<file path="src/rtl/train_sequencer_if.sv">
// Command/status bundle between the train sequencer and its controller.
// The sequencer is the slave: it samples the level requests and drives status.
interface train_sequencer_if;
  logic        start;
  logic        speed_ok;
  logic        station;
  logic        estop;
  logic        estop_ack;
  logic [3:0]  present_state;
  logic [18:0] t_remaining;
  logic        timer_done;
  logic        motor_en;
  logic        brake;
  logic        door_open;

  modport master (
    output start, speed_ok, station, estop, estop_ack,
    input  present_state, t_remaining, timer_done, motor_en, brake, door_open
  );
  modport slave (
    input  start, speed_ok, station, estop, estop_ack,
    output present_state, t_remaining, timer_done, motor_en, brake, door_open
  );
endinterface

</file>
<file path="src/rtl/train_sequencer.sv">
// Station-cycle train controller: FSM plus millisecond prescaler and countdown
// for the timed states; actuator enables are registered from the next state.
module train_sequencer #(
  parameter int CLKS_PER_MS = 50000,
  parameter int T_BRAKE_MS  = 2000,
  parameter int T_DOOR_MS   = 1000,
  parameter int T_DEPART_MS = 2000
) (
  input  logic           clk,
  input  logic           rst_n,
  train_sequencer_if.slave bus
);

  typedef enum logic [3:0] {
    IDLE   = 4'b0000,
    ACCEL  = 4'b0001,
    CRUISE = 4'b0010,
    BRAKE  = 4'b0011,
    DOORS  = 4'b0100,
    DEPART = 4'b0101,
    ESTOP  = 4'b1111
  } state_e;

  localparam int            PW   = (CLKS_PER_MS > 1) ? $clog2(CLKS_PER_MS) : 1;
  localparam logic [PW-1:0] PMAX = PW'(CLKS_PER_MS - 1);

  // Held as a raw code so that corrupted (unused) encodings remain representable.
  logic [3:0]    state_q, state_d;
  logic [PW-1:0] presc_q, presc_d;
  logic [18:0]   trem_q, trem_d;
  logic          done_q, done_d;
  logic          motor_q, motor_d;
  logic          brake_q, brake_d;
  logic          door_q, door_d;
  logic          tick, expire;

  function automatic logic is_timed(input logic [3:0] s);
    return (s == BRAKE) || (s == DOORS) || (s == DEPART);
  endfunction

  // A zero duration still occupies one full millisecond.
  function automatic logic [18:0] dur(input logic [3:0] s);
    logic [18:0] d;
    case (s)
      BRAKE:   d = 19'(T_BRAKE_MS);
      DOORS:   d = 19'(T_DOOR_MS);
      DEPART:  d = 19'(T_DEPART_MS);
      default: d = 19'd0;
    endcase
    return (d == 19'd0) ? 19'd1 : d;
  endfunction

  assign tick   = is_timed(state_q) && (presc_q == PMAX);
  assign expire = tick && (trem_q == 19'd1);

  always_comb begin
    state_d = state_q;
    if (bus.estop) begin
      state_d = ESTOP;
    end else begin
      case (state_q)
        IDLE:    if (bus.start)    state_d = ACCEL;
        ACCEL:   if (bus.speed_ok) state_d = CRUISE;
        CRUISE:  if (bus.station)  state_d = BRAKE;
        BRAKE:   if (expire)       state_d = DOORS;
        DOORS:   if (expire)       state_d = DEPART;
        DEPART:  if (expire)       state_d = bus.start ? ACCEL : IDLE;
        ESTOP:   if (bus.estop_ack) state_d = IDLE;
        default:                   state_d = ESTOP;
      endcase
    end
  end

  always_comb begin
    presc_d = '0;
    trem_d  = '0;
    done_d  = 1'b0;
    if (state_d != state_q) begin
      if (is_timed(state_d)) trem_d = dur(state_d);
      // estop steals the expiry edge, so no pulse in that case
      done_d = expire && !bus.estop;
    end else if (is_timed(state_q)) begin
      presc_d = tick ? '0 : presc_q + PW'(1);
      trem_d  = tick ? trem_q - 19'd1 : trem_q;
    end
    motor_d = (state_d == ACCEL) || (state_d == CRUISE);
    brake_d = (state_d == BRAKE) || (state_d == ESTOP) || (state_d == IDLE);
    door_d  = (state_d == DOORS);
  end

  always_ff @(posedge clk or negedge rst_n) begin
    if (!rst_n) begin
      state_q <= IDLE;
      presc_q <= '0;
      trem_q  <= '0;
      done_q  <= 1'b0;
      motor_q <= 1'b0;
      brake_q <= 1'b1;
      door_q  <= 1'b0;
    end else begin
      state_q <= state_d;
      presc_q <= presc_d;
      trem_q  <= trem_d;
      done_q  <= done_d;
      motor_q <= motor_d;
      brake_q <= brake_d;
      door_q  <= door_d;
    end
  end

  assign bus.present_state = state_q;
  assign bus.t_remaining   = trem_q;
  assign bus.timer_done    = done_q;
  assign bus.motor_en      = motor_q;
  assign bus.brake         = brake_q;
  assign bus.door_open     = door_q;

endmodule

</file>
<file path="src/flat_wrapper.sv">
// flat-port wrapper written by rule: the top's interface ports become plain ports
module train_sequencer_flat 
#(
  parameter int CLKS_PER_MS = 50000,
  parameter int T_BRAKE_MS  = 2000,
  parameter int T_DOOR_MS   = 1000,
  parameter int T_DEPART_MS = 2000
)
  (clk, rst_n, bus_start, bus_speed_ok, bus_station, bus_estop, bus_estop_ack, bus_present_state, bus_t_remaining, bus_timer_done, bus_motor_en, bus_brake, bus_door_open);
  train_sequencer_if bus_i ();
  input  logic clk;
  input  logic rst_n;
  input wire logic [$bits(bus_i.start)-1:0] bus_start;
  input wire logic [$bits(bus_i.speed_ok)-1:0] bus_speed_ok;
  input wire logic [$bits(bus_i.station)-1:0] bus_station;
  input wire logic [$bits(bus_i.estop)-1:0] bus_estop;
  input wire logic [$bits(bus_i.estop_ack)-1:0] bus_estop_ack;
  output wire logic [$bits(bus_i.present_state)-1:0] bus_present_state;
  output wire logic [$bits(bus_i.t_remaining)-1:0] bus_t_remaining;
  output wire logic [$bits(bus_i.timer_done)-1:0] bus_timer_done;
  output wire logic [$bits(bus_i.motor_en)-1:0] bus_motor_en;
  output wire logic [$bits(bus_i.brake)-1:0] bus_brake;
  output wire logic [$bits(bus_i.door_open)-1:0] bus_door_open;
  assign bus_i.start = bus_start;
  assign bus_i.speed_ok = bus_speed_ok;
  assign bus_i.station = bus_station;
  assign bus_i.estop = bus_estop;
  assign bus_i.estop_ack = bus_estop_ack;
  assign bus_present_state = bus_i.present_state;
  assign bus_t_remaining = bus_i.t_remaining;
  assign bus_timer_done = bus_i.timer_done;
  assign bus_motor_en = bus_i.motor_en;
  assign bus_brake = bus_i.brake;
  assign bus_door_open = bus_i.door_open;
  train_sequencer #(.CLKS_PER_MS(CLKS_PER_MS), .T_BRAKE_MS(T_BRAKE_MS), .T_DOOR_MS(T_DOOR_MS), .T_DEPART_MS(T_DEPART_MS)) u_core (.clk(clk), .rst_n(rst_n), .bus(bus_i));
endmodule
</file>
<file path="config.mk">
export PLATFORM = sky130hd
export DESIGN_NAME = train_sequencer_flat
export DESIGN_NICKNAME = d
export VERILOG_FILES = /design/src/rtl/train_sequencer_if.sv /design/src/rtl/train_sequencer.sv /design/src/flat_wrapper.sv
export SDC_FILE = /design/constraint.sdc
export NUM_CORES = 1
export LEC_CHECK = 0
export ABC_CLOCK_PERIOD_IN_PS = 3300
export CELL_PAD_IN_SITES_DETAIL_PLACEMENT = 1
export CELL_PAD_IN_SITES_GLOBAL_PLACEMENT = 1
export CORE_UTILIZATION = 40
export CTS_CLUSTER_SIZE = 24
export DETAILED_ROUTE_END_ITERATION = 8
export PLACE_DENSITY_LB_ADDON = 0.1
export SETUP_SLACK_MARGIN = 0.3
export SYNTH_ARGS = -nofsm -noshare
export SYNTH_HDL_FRONTEND = slang
export SYNTH_SLANG_ARGS = --single-unit
export TNS_END_PERCENT = 50
</file>
<file path="constraint.sdc">
create_clock -name clk -period 3.3 [get_ports clk]
set_input_delay 0.66 -clock clk [delete_from_list [all_inputs] [get_ports clk]]
set_output_delay 0.66 -clock clk [all_outputs]
set_load 0.02 [all_outputs]
</file>
**Yosys cells after proc, flatten, opt, wreduce, memory -nomap -nowiden**

Index checks and enable logic that the tools add are counted.
Widths: inputs -> output; s select.

- Register bits after elaboration: 43
- Word-level logic and storage cells: 62

- $add $sub $neg: 2
- Equality and inequality tests: 16
- Muxes and demuxes: 22
- Reduce and logical (&&, ||, !) cells: 15

Operators with widths:

| operator | number |
|---|---|
| $mux 19 | 7 |
| $mux 16 | 3 |
| $mux 4 | 8 |
| $pmux 4 s7 | 1 |
| $pmux 11 s2 | 1 |
| $eq 19x1->1 const B | 1 |
| $logic_not 19->1 | 1 |
| $sub 19x1->19 const B | 1 |
| $add 16x1->16 const B | 1 |
| $eq 16x16->1 const B | 1 |
| $eq 4x2->1 const B | 4 |
| $eq 4x3->1 const B | 4 |
| $eq 4x1->1 const B | 2 |
| $eq 4x4->1 const B | 2 |
| $logic_not 4->1 | 2 |
| $logic_or 1x1->1 | 7 |
| $ne 4x4->1 | 1 |
| $logic_and 1x1->1 | 3 |
| $ne 3x1->1 const B | 1 |
| $mux 1 | 2 |
| $reduce_or 2->1 | 1 |
| $logic_not 1->1 | 1 |

**Depth between registers and ports, before layout**

Gate-level depths: netlist of the first run.

- Depth after elaboration: 17
- Depth in mapped cells: 10
- Mapped depth without buffers: 9

**Least setup slack after synthesis of the first run**

Ideal clock, no wire load.

- Path kind: register to register
- Start: register u_core.trem_q[14], in the netlist u_core.bus.t_remaining[14]
- End: register u_core.trem_q[3], in the netlist u_core.bus.t_remaining[3]
- Arrival time: 3.013 ns
- Required time: 3.235 ns
- Slack: 0.222 ns
- Stages on the path, launching flop included: 9
- Path buffers: 1
- Period minus slack after synthesis: 3.078 ns
- Path through: dfrtp_1 or4_4 or4_1 buf_2 nor4_4 mux2i_1 or4b_4 a21boi_2 o21a_1

- Cells in the longest elaborated chain, start to end: 14
- Elaborated cells on any way between the ends: 22

RTL lines:

| what | RTL line | source |
|---|---|---|
| start, declared | train_sequencer.sv:30 | `logic [18:0] trem_q, trem_d;` |
| start signal, assigned | train_sequencer.sv:103 | `trem_q <= trem_d;` |
| $eq 19x1->1 * | train_sequencer.sv:54 | `assign expire = tick && (trem_q == 19'd1);` |
| $logic_and 1x1->1 * | train_sequencer.sv:54 |  |
| $mux 4, on equally long branches | train_sequencer.sv:67, train_sequencer.sv:65, train_sequencer.sv:66 |  |
| $pmux 4 s7 * | train_sequencer.sv:61 | `case (state_q)` |
| $mux 4 * | train_sequencer.sv:58 | `if (bus.estop) begin` |
| via u_core.state_d[2] | train_sequencer.sv:28 | `logic [3:0] state_q, state_d;` |
| $eq 4x3->1 / $eq 4x2->1 (equally long branches) | train_sequencer.sv:38, train_sequencer.sv:44 |  |
| $reduce_or 2->1 (no line) | - |  |
| $pmux 11 s2 | train_sequencer.sv:44 | `case (s)` |
| $mux 19 | train_sequencer.sv:79 | `if (is_timed(state_d)) trem_d = dur(state_d);` |
| $mux 19 | train_sequencer.sv:78 | `if (state_d != state_q) begin` |
| $logic_not 19->1 | train_sequencer.sv:50 | `return (d == 19'd0) ? 19'd1 : d;` |
| $mux 19 | train_sequencer.sv:50 |  |
| $mux 19 | train_sequencer.sv:79 |  |
| $mux 19 | train_sequencer.sv:78 |  |

Mark *: on every way through the listed nets, which the timed path passes. The rest lies on a longest branch. The select of a mux whose other input is x is not followed.
A chain may end at the register's enable or synchronous reset.

**Final worst setup path of the first run**

- Start: register u_core.trem_q[12], in the netlist u_core.bus.t_remaining[12]
- End: register u_core.trem_q[8], in the netlist u_core.bus.t_remaining[8]

- Cells in the longest elaborated chain, start to end: 14
- Elaborated cells on any way between the ends: 22

RTL lines:

| what | RTL line |
|---|---|
| $eq 19x1->1 * | train_sequencer.sv:54 |
| $logic_and 1x1->1 * | train_sequencer.sv:54 |
| $mux 4, on equally long branches | train_sequencer.sv:67, train_sequencer.sv:65, train_sequencer.sv:66 |
| $pmux 4 s7 * | train_sequencer.sv:61 |
| $mux 4 * | train_sequencer.sv:58 |
| $eq 4x3->1 / $eq 4x2->1 (equally long branches) | train_sequencer.sv:38, train_sequencer.sv:44 |
| $reduce_or 2->1 (no line) | - |
| $pmux 11 s2 | train_sequencer.sv:44 |
| $mux 19 | train_sequencer.sv:79 |
| $mux 19 | train_sequencer.sv:78 |
| $logic_not 19->1 | train_sequencer.sv:50 |
| $mux 19 | train_sequencer.sv:50 |
| $mux 19 | train_sequencer.sv:79 |
| $mux 19 | train_sequencer.sv:78 |

Every way passes the cells marked *; elsewhere a longest branch is shown, timed or not. The select of a mux whose other input is x is not followed.

==> key figures, run 1 <==
Worst setup path
  • Crit-path max FO: 19
  • Bufs and invs on worst path: 1
  • Crit. End Element: flop
  • CP max-delay cell: or4_4
  • R2r worst-path depth: 8
  • Crit-path leading delay family: simple AND/OR/NAND/NOR gates
  • Reg-to-reg setup timing slack: about 440 ps
  • Reg2reg end: u_core.bus.t_remaining[8]$_DFFE_PN0P_
  • Worst-path cell chain: or4_4, or4_4, or2_4, o311ai_4, o21ai_2, buf_12, o32ai_1, o21a_1
  • CP Class: reg2reg
  • Crit start category: flop
  • CP arrival: between 3000 and 4000 ps
  • Most frequent cell on the critical path: or4_4
  • Worst endpoint required time: 3540 ps
  • Max incr delay on CP: 540 ps
  • Worst R2R Start: u_core.bus.t_remaining[12]$_DFFE_PN0P_

Routing
  • DR vias/cell: about 5.6
  • 1st-iter DRT viols: 79
  • WL/cell: around 17 um
  • Vias post-DR: 2178
  • Routed Antenna Nets: 0
  • Final WL: about 6600 um
  • DRC: 0
  • TritonRoute pass-1 iters: 4

Global route
  • Initial antenna violation count: 0
  • Largest net degree at the start of global routing: 44
  • Vias in the first global route: roughly 2300
  • Total gr overflow: 0
  • Total GRT Usage: between 20% and 30%
  • First-pass GRT wire length: roughly 11000 um

Final layout
  • Cell area after layout: about 3100 um2
  • Fill cells: approximately 700
  • # diodes: 0
  • Layout cells sized above 1: between 10% and 20%
  • Nets: between 300 and 400
  • Multi-input logic area: roughly 1400 um2
  • FF+latch area: between 1000 and 1500 um2
  • Area growth, synth to finish: 21.9%
  • Final Core Density: about half

Synthesis
  • Ys Warns: 0
  • Most common library cells after synthesis: dfrtp_1, nor2_1, xnor2_1
  • EDFF count, synth: 0
  • Syn Inst Count: 272
  • Sequential element share of the synthesized area: between 40% and 50%
  • Syn_nets: around 280
  • Seq cells post-synth: 43
  • Count leader, synth: dfrtp_1
  • Mapped Area: ~2600 um2
  • Syn avg cell area: between 9 and 10 um2
  • Ranking of synthesized cells by area: dfrtp_1, nor2_1, xnor2_1, xor2_1, nor3_1
  • Fraction of synthesis flops using an asynchronous set or reset pin: 100%
  • Leading area contributor after synthesis: dfrtp_1
  • Synth cell types: 64
  • Yosys top cell area share: approximately two fifths
  • Synth Flop Type: dfrtp_1

Timing
  • RSZ-0062 raised after global routing: no
  • Minimum clock period: 2860 ps
  • Final period util: 86.6%
  • Hold_ws: approximately 500 ps
  • Worst Max-Slew Pin Slew: about 1000 ps
  • Max_slew headroom: 33.6%
  • FMAX: around 350 MHz
  • Final Slew Violations: 0
  • Hold Fails Final Rpt: 0
  • Max Clock Skew: between 5 and 6 ps
  • Finish-stage setup viols: 0
  • Fin Setup TNS: 0 ps

Floorplan
  • Starting Density: between 40 and 50%
  • Io pins: 34
  • Die width: 82.1 um
  • Core Box Area: 6060 um2
  • Die Area: between 6000 and 7000 um2
  • Die Y-Extent: between 80 and 90 um
  • Rows: 28

CTS
  • Cts bufs inserted: 5
  • Root Driver: clkbuf_8
  • CTS tree: done
  • CTS Hold Buffers Added: 0
  • Clock latency on the worst-skew pair: around 300 ps
  • Max clock buf depth: 2
  • H-tree depth: 2
  • Clk sinks: between 40 and 50
  • Clk pin slew, worst setup/hold paths: 90 ps

Placement
  • Area after DPL: slightly above 3000 um2
  • Global placer's final weighted congestion: ~0.86
  • Port Buf Inserts: 33
  • Hpwl dp: ~4600 um

Worst hold path
  • Hold Crit Depth: 1
  • Worst Hold End: u_core.presc_q[0]$_DFF_PN0_
  • Worst min-delay path category: reg2reg
  • Hold Startpoint: u_core.presc_q[0]$_DFF_PN0_

Pwr
  • Leak: 1.26 nW
  • PwrDens: approximately 460 nW/um2
  • PnR Total Power: 1.45 mW
  • Worst VDD drop: ~0.22 mV

Run status
  • Outcome: finished, final reports clean

Flow run
  • Max_cap viols: 0
-- worst register-to-register path, stage by stage, from the launching register on --
cell,delay [ps]
dfrtp_1,430
or4_4,540
or4_4,500
or2_4,290
o311ai_4,310
o21ai_2,120
buf_12,170
o32ai_1,280
o21a_1,150
-- worst max-delay path by stage --
stage          depth (start not counted)                               endpoint                              startpoint
2_1_floorplan                          8  u_core.bus.t_remaining[3]$_DFFE_PN0P_  u_core.bus.t_remaining[14]$_DFFE_PN0P_
3_3_place_gp                           7  u_core.bus.t_remaining[3]$_DFFE_PN0P_  u_core.bus.t_remaining[12]$_DFFE_PN0P_
3_5_place_dp                           7  u_core.bus.t_remaining[5]$_DFFE_PN0P_  u_core.bus.t_remaining[14]$_DFFE_PN0P_
4_1_cts                                7  u_core.bus.t_remaining[5]$_DFFE_PN0P_  u_core.bus.t_remaining[14]$_DFFE_PN0P_
5_1_grt                                8  u_core.bus.t_remaining[8]$_DFFE_PN0P_  u_core.bus.t_remaining[14]$_DFFE_PN0P_
6_report                               8  u_core.bus.t_remaining[8]$_DFFE_PN0P_  u_core.bus.t_remaining[12]$_DFFE_PN0P_
-- per-stage QoR --
| step | std cells | setup slack, ps |
|---|---|---|
| after floorplan | 272 | 327 |
| after global placement | 378 | 336 |
| after detailed placement | 378 | 292 |
| after CTS | 387 | 365 |
| after global routing | 387 | 323 |
| final | 387 | 441 |
-- placed cells by master, fill, tap and decap left out, drive strengths merged, types with 4 or more instances in the layout --
| cell | synthesis | routed |
|---|---|---|
| a21oi | 10 | 10 |
| and3 | 9 | 9 |
| buf | 4 | 12 |
| clkbuf | 8 | 6 |
| clkdlybuf4s50 | 0 | 32 |
| dfrtp | 42 | 42 |
| inv | 11 | 11 |
| nand2 | 13 | 13 |
| nand3 | 8 | 8 |
| nand4 | 4 | 4 |
| nor2 | 41 | 41 |
| nor3 | 14 | 14 |
| nor4bb | 4 | 4 |
| o21ai | 9 | 9 |
| or3 | 6 | 6 |
| or4 | 5 | 5 |
| xnor2 | 14 | 14 |
| xor2 | 9 | 9 |
-- metal layers --
layer	GRT usage [%]	wire length, um
met5	0	0
met4	6.32	60
met3	3.52	200
met2	35.0	3000
met1	30.9	3310
-- sequential cells by signal, summed over array words and instances, names as in the netlist --
| signal | cells |
|---|---|
| u_core.bus.brake | 1 |
| u_core.bus.door_open | 1 |
| u_core.bus.motor_en | 1 |
| u_core.bus.present_state | 4 |
| u_core.bus.t_remaining | 19 |
| u_core.bus.timer_done | 1 |
| u_core.presc_q | 16 |
-- power breakdown --
group          internal, mW  leakage [nW]  total [mW]  switching [mW]
registers             0.567         0.578       0.611          0.0445
clock network         0.148        0.0412       0.338           0.189
logic                 0.218         0.638       0.501           0.284
total                 0.933          1.26        1.45           0.518
-- cell families (layout without fill, tap and decap cells) --
kind of cell	after synthesis	in the layout	share of synthesized area (%)
simple gates	129	129	28.8
compound gates	48	48	14.9
flops	43	43	42.0
xor+xnor	23	23	7.85
buf+inv	23	63	3.80
fa+ha+maj	3	3	1.46
mux	3	3	1.22
-- timing repair --
action                                  CTS  global route
endpoints found under the setup margin    2             8
buffers inserted                          1             0
pin swaps                                 1             1
gates resized for setup                   1             2
-- layout make-up --
| type | count | share of cell area [%] |
|---|---|---|
| clock inverter | 2 | 0.400 |
| clock buffer | 6 | 2.32 |
| inverter | 11 | 1.32 |
| timing repair buffer | 44 | 13.4 |
| sequential | 43 | 34.4 |
| multi-input combinational | 206 | 45.1 |
| tap | 75 | 3.00 |
No activity file was read; power rests on OpenSTA's default activity.
==> run 2: changes to the inputs <==
- CORE_ASPECT_RATIO: default -> 1.1
==> run 2 against run 1 <==
Sequential power grew 3%; sequential cell count is the same; clock power grew 1%; total power shrank 0.15%; sequential share of layout area grew 0.24 points; combinational power shrank 5.0%; global-route usage shrank 0.22 points; wire length grew 0.65%; clock skew grew 0.86 ps; critical path depth shrank 1; worst setup slack lost 19 ps; die area is essentially flat; largest power group unchanged.
==> key figures, run 2 (same netlist as run 1, synthesis figures left out) <==
Floorplan
  • Die width: approximately 80 um
  • Rows: 30
  • Die Y-Extent: 86.0 um
  • Die Area: between 6000 and 7000 um2
  • Core Box Area: 6190 um2
  • Starting Density: between 40% and 50%
  • Io pins: 34

CTS
  • Clock latency on the worst-skew pair: 300 ps
  • CTS tree: done
  • H-tree depth: 2
  • Cts bufs inserted: 5
  • Clk pin slew, worst setup/hold paths: ~90 ps
  • Max clock buf depth: 2
  • Root Driver: clkbuf_8
  • Clk sinks: between 40 and 50

Final layout
  • Most common cell after layout, fill and taps aside: dfrtp_1
  • Final Core Density: about half
  • # diodes: 0
  • Multi-input logic area: ~1400 um2
  • Max FFs per register: 19
  • Area growth, synth to finish: 21.1%
  • Nets: about 320
  • Layout cells sized above 1: about an eighth
  • Fill cells: slightly above 700
  • FF+latch area: roughly 1100 um2
  • Most frequent cells in the layout: dfrtp_1, nor2_1, clkdlybuf4s50_1
  • Post-Layout Cell Count: between 300 and 400

Routing
  • Vias post-DR: 2213
  • 1st-iter DRT viols: 94
  • TritonRoute pass-1 iters: 4
  • WL/cell: 17.0 um
  • Routed Antenna Nets: 0
  • Final WL: 6620 um
  • DR vias/cell: 5.67
  • DRC: 0

Worst setup path
  • Crit start category: flop
  • Most frequent cell on the critical path: or4_4
  • Crit. End Element: flop
  • Crit-path max FO: 7
  • Worst-path cell chain: or4_4, or4_4, or2_4, o311ai_4, o22a_1, nor2_1, o221a_1
  • Worst endpoint required time: about 3500 ps
  • Max incr delay on CP: between 500 and 600 ps
  • CP arrival: between 3000 and 4000 ps
  • CP Class: reg2reg
  • CP max-delay cell: or4_4

Worst hold path
  • Worst min-delay path category: reg2reg

Pwr
  • Flop pwr share: a little over two fifths
  • Sw frac: between 30 and 40%
  • Sw Pwr: roughly 0.53 mW
  • Clock share of power: between 20% and 30%
  • Worst VDD drop: 0.230 mV
  • PnR Total Power: roughly 1.4 mW
  • Leak: around 1.2 nW
  • PwrDens: 466 nW/um2
  • Cell internal pwr: ~0.92 mW
  • Logic gate share of total power: between 30% and 40%

Placement
  • Global placer's final weighted congestion: around 0.86
  • Inst Count DP: roughly 380
  • Hpwl dp: approximately 4700 um
  • Port Buf Inserts: 33

Global route
  • First-pass GRT wire length: 11400 um
  • Total GRT Usage: 21.8%
  • Largest net degree at the start of global routing: 44
  • Initial antenna violation count: 0
  • Total gr overflow: 0
  • Vias in the first global route: approximately 2300

Timing
  • Worst Max-Slew Pin Slew: 987 ps
  • Final Slew Violations: 0
  • Final period util: just under 90%
  • Fin Setup TNS: 0 ps
  • RSZ-0062 raised after global routing: no
  • Max_slew headroom: approximately 34%
  • Max Clock Skew: around 6.6 ps
  • Minimum clock period: 2880 ps
  • FMAX: approximately 350 MHz
  • Hold Fails Final Rpt: 0
  • Finish-stage setup viols: 0

Run status
  • Outcome: finished, final reports clean

Flow run
  • Max_cap viols: 0
==> run 2: routing by layer <==
layer / global-route usage (%) / vias to the layer above / routed length, um
met5: 0 / - / 0
met4: 6.73 / 0 / 72
met3: 3.72 / 6 / 215
met2: 36.8 / 41 / 3250
met1: 28.6 / 1113 / 3080
li1: - / 1053 / -
==> run 2: path summary, 6_finish.rpt <==
path | from | to | slack (ps) | depth (start not counted)
max | u_core.bus.t_remaining[12]$_DFFE_PN0P_ | u_core.bus.t_remaining[9]$_DFFE_PN0P_ | 420 | 7
min | u_core.presc_q[0]$_DFF_PN0_ | u_core.presc_q[0]$_DFF_PN0_ | 480 | 1
max reg2reg | u_core.bus.t_remaining[12]$_DFFE_PN0P_ | u_core.bus.t_remaining[9]$_DFFE_PN0P_ | 420 | 7
min reg2reg | u_core.presc_q[0]$_DFF_PN0_ | u_core.presc_q[0]$_DFF_PN0_ | 480 | 1
max in group asynchronous | rst_n | u_core.presc_q[1]$_DFF_PN0_ | 2180 | 1
min in group asynchronous | rst_n | u_core.bus.t_remaining[3]$_DFFE_PN0P_ | 520 | 1
==> run 2: layout make-up <==
cell class | count | share of cell area, %
clock inverter | 2 | 0.403
inverter | 11 | 1.33
tap | 80 | 3.22
timing repair buffer | 42 | 12.6
multi-input combinational | 206 | 45.4
sequential | 43 | 34.7
clock buffer | 6 | 2.33
==> run 2: power by group through the flow <==
stage / registers, mW / clock network, mW / logic [mW]
3_5_place_dp: 0.638 / 0 / 0.468
6_report: 0.629 / 0.343 / 0.476
3_3_place_gp: 0.636 / 0 / 0.462
5_1_grt: 0.637 / 0.366 / 0.519
2_1_floorplan: 0.658 / 0 / 0.273
4_1_cts: 0.627 / 0.351 / 0.477
==> run 2: timing repair <==
action,4_1_cts,5_1_grt
buffers inserted,1,0
hold buffers,0,0
resized for setup,1,2
setup endpoints to repair,3,20
pin swaps,1,2
==> run 2: worst max-delay path: cells and delay by family (launching register included) <==
| kind | cells | cell delay (ps) |
|---|---|---|
| AOI/OAI and AO/OA | 3 | 880 |
| DFF | 1 | 440 |
| and+or+nand+nor | 4 | 1440 |
==> run 2: per-stage QoR <==
stage,hold WS (ps),setup WS [ps],area [um2]
after global placement,456,286,3000
after detailed placement,473,263,3000
after global routing,513,315,3110
after CTS,483,325,3100
after floorplan,364,327,2570
final,477,422,3110
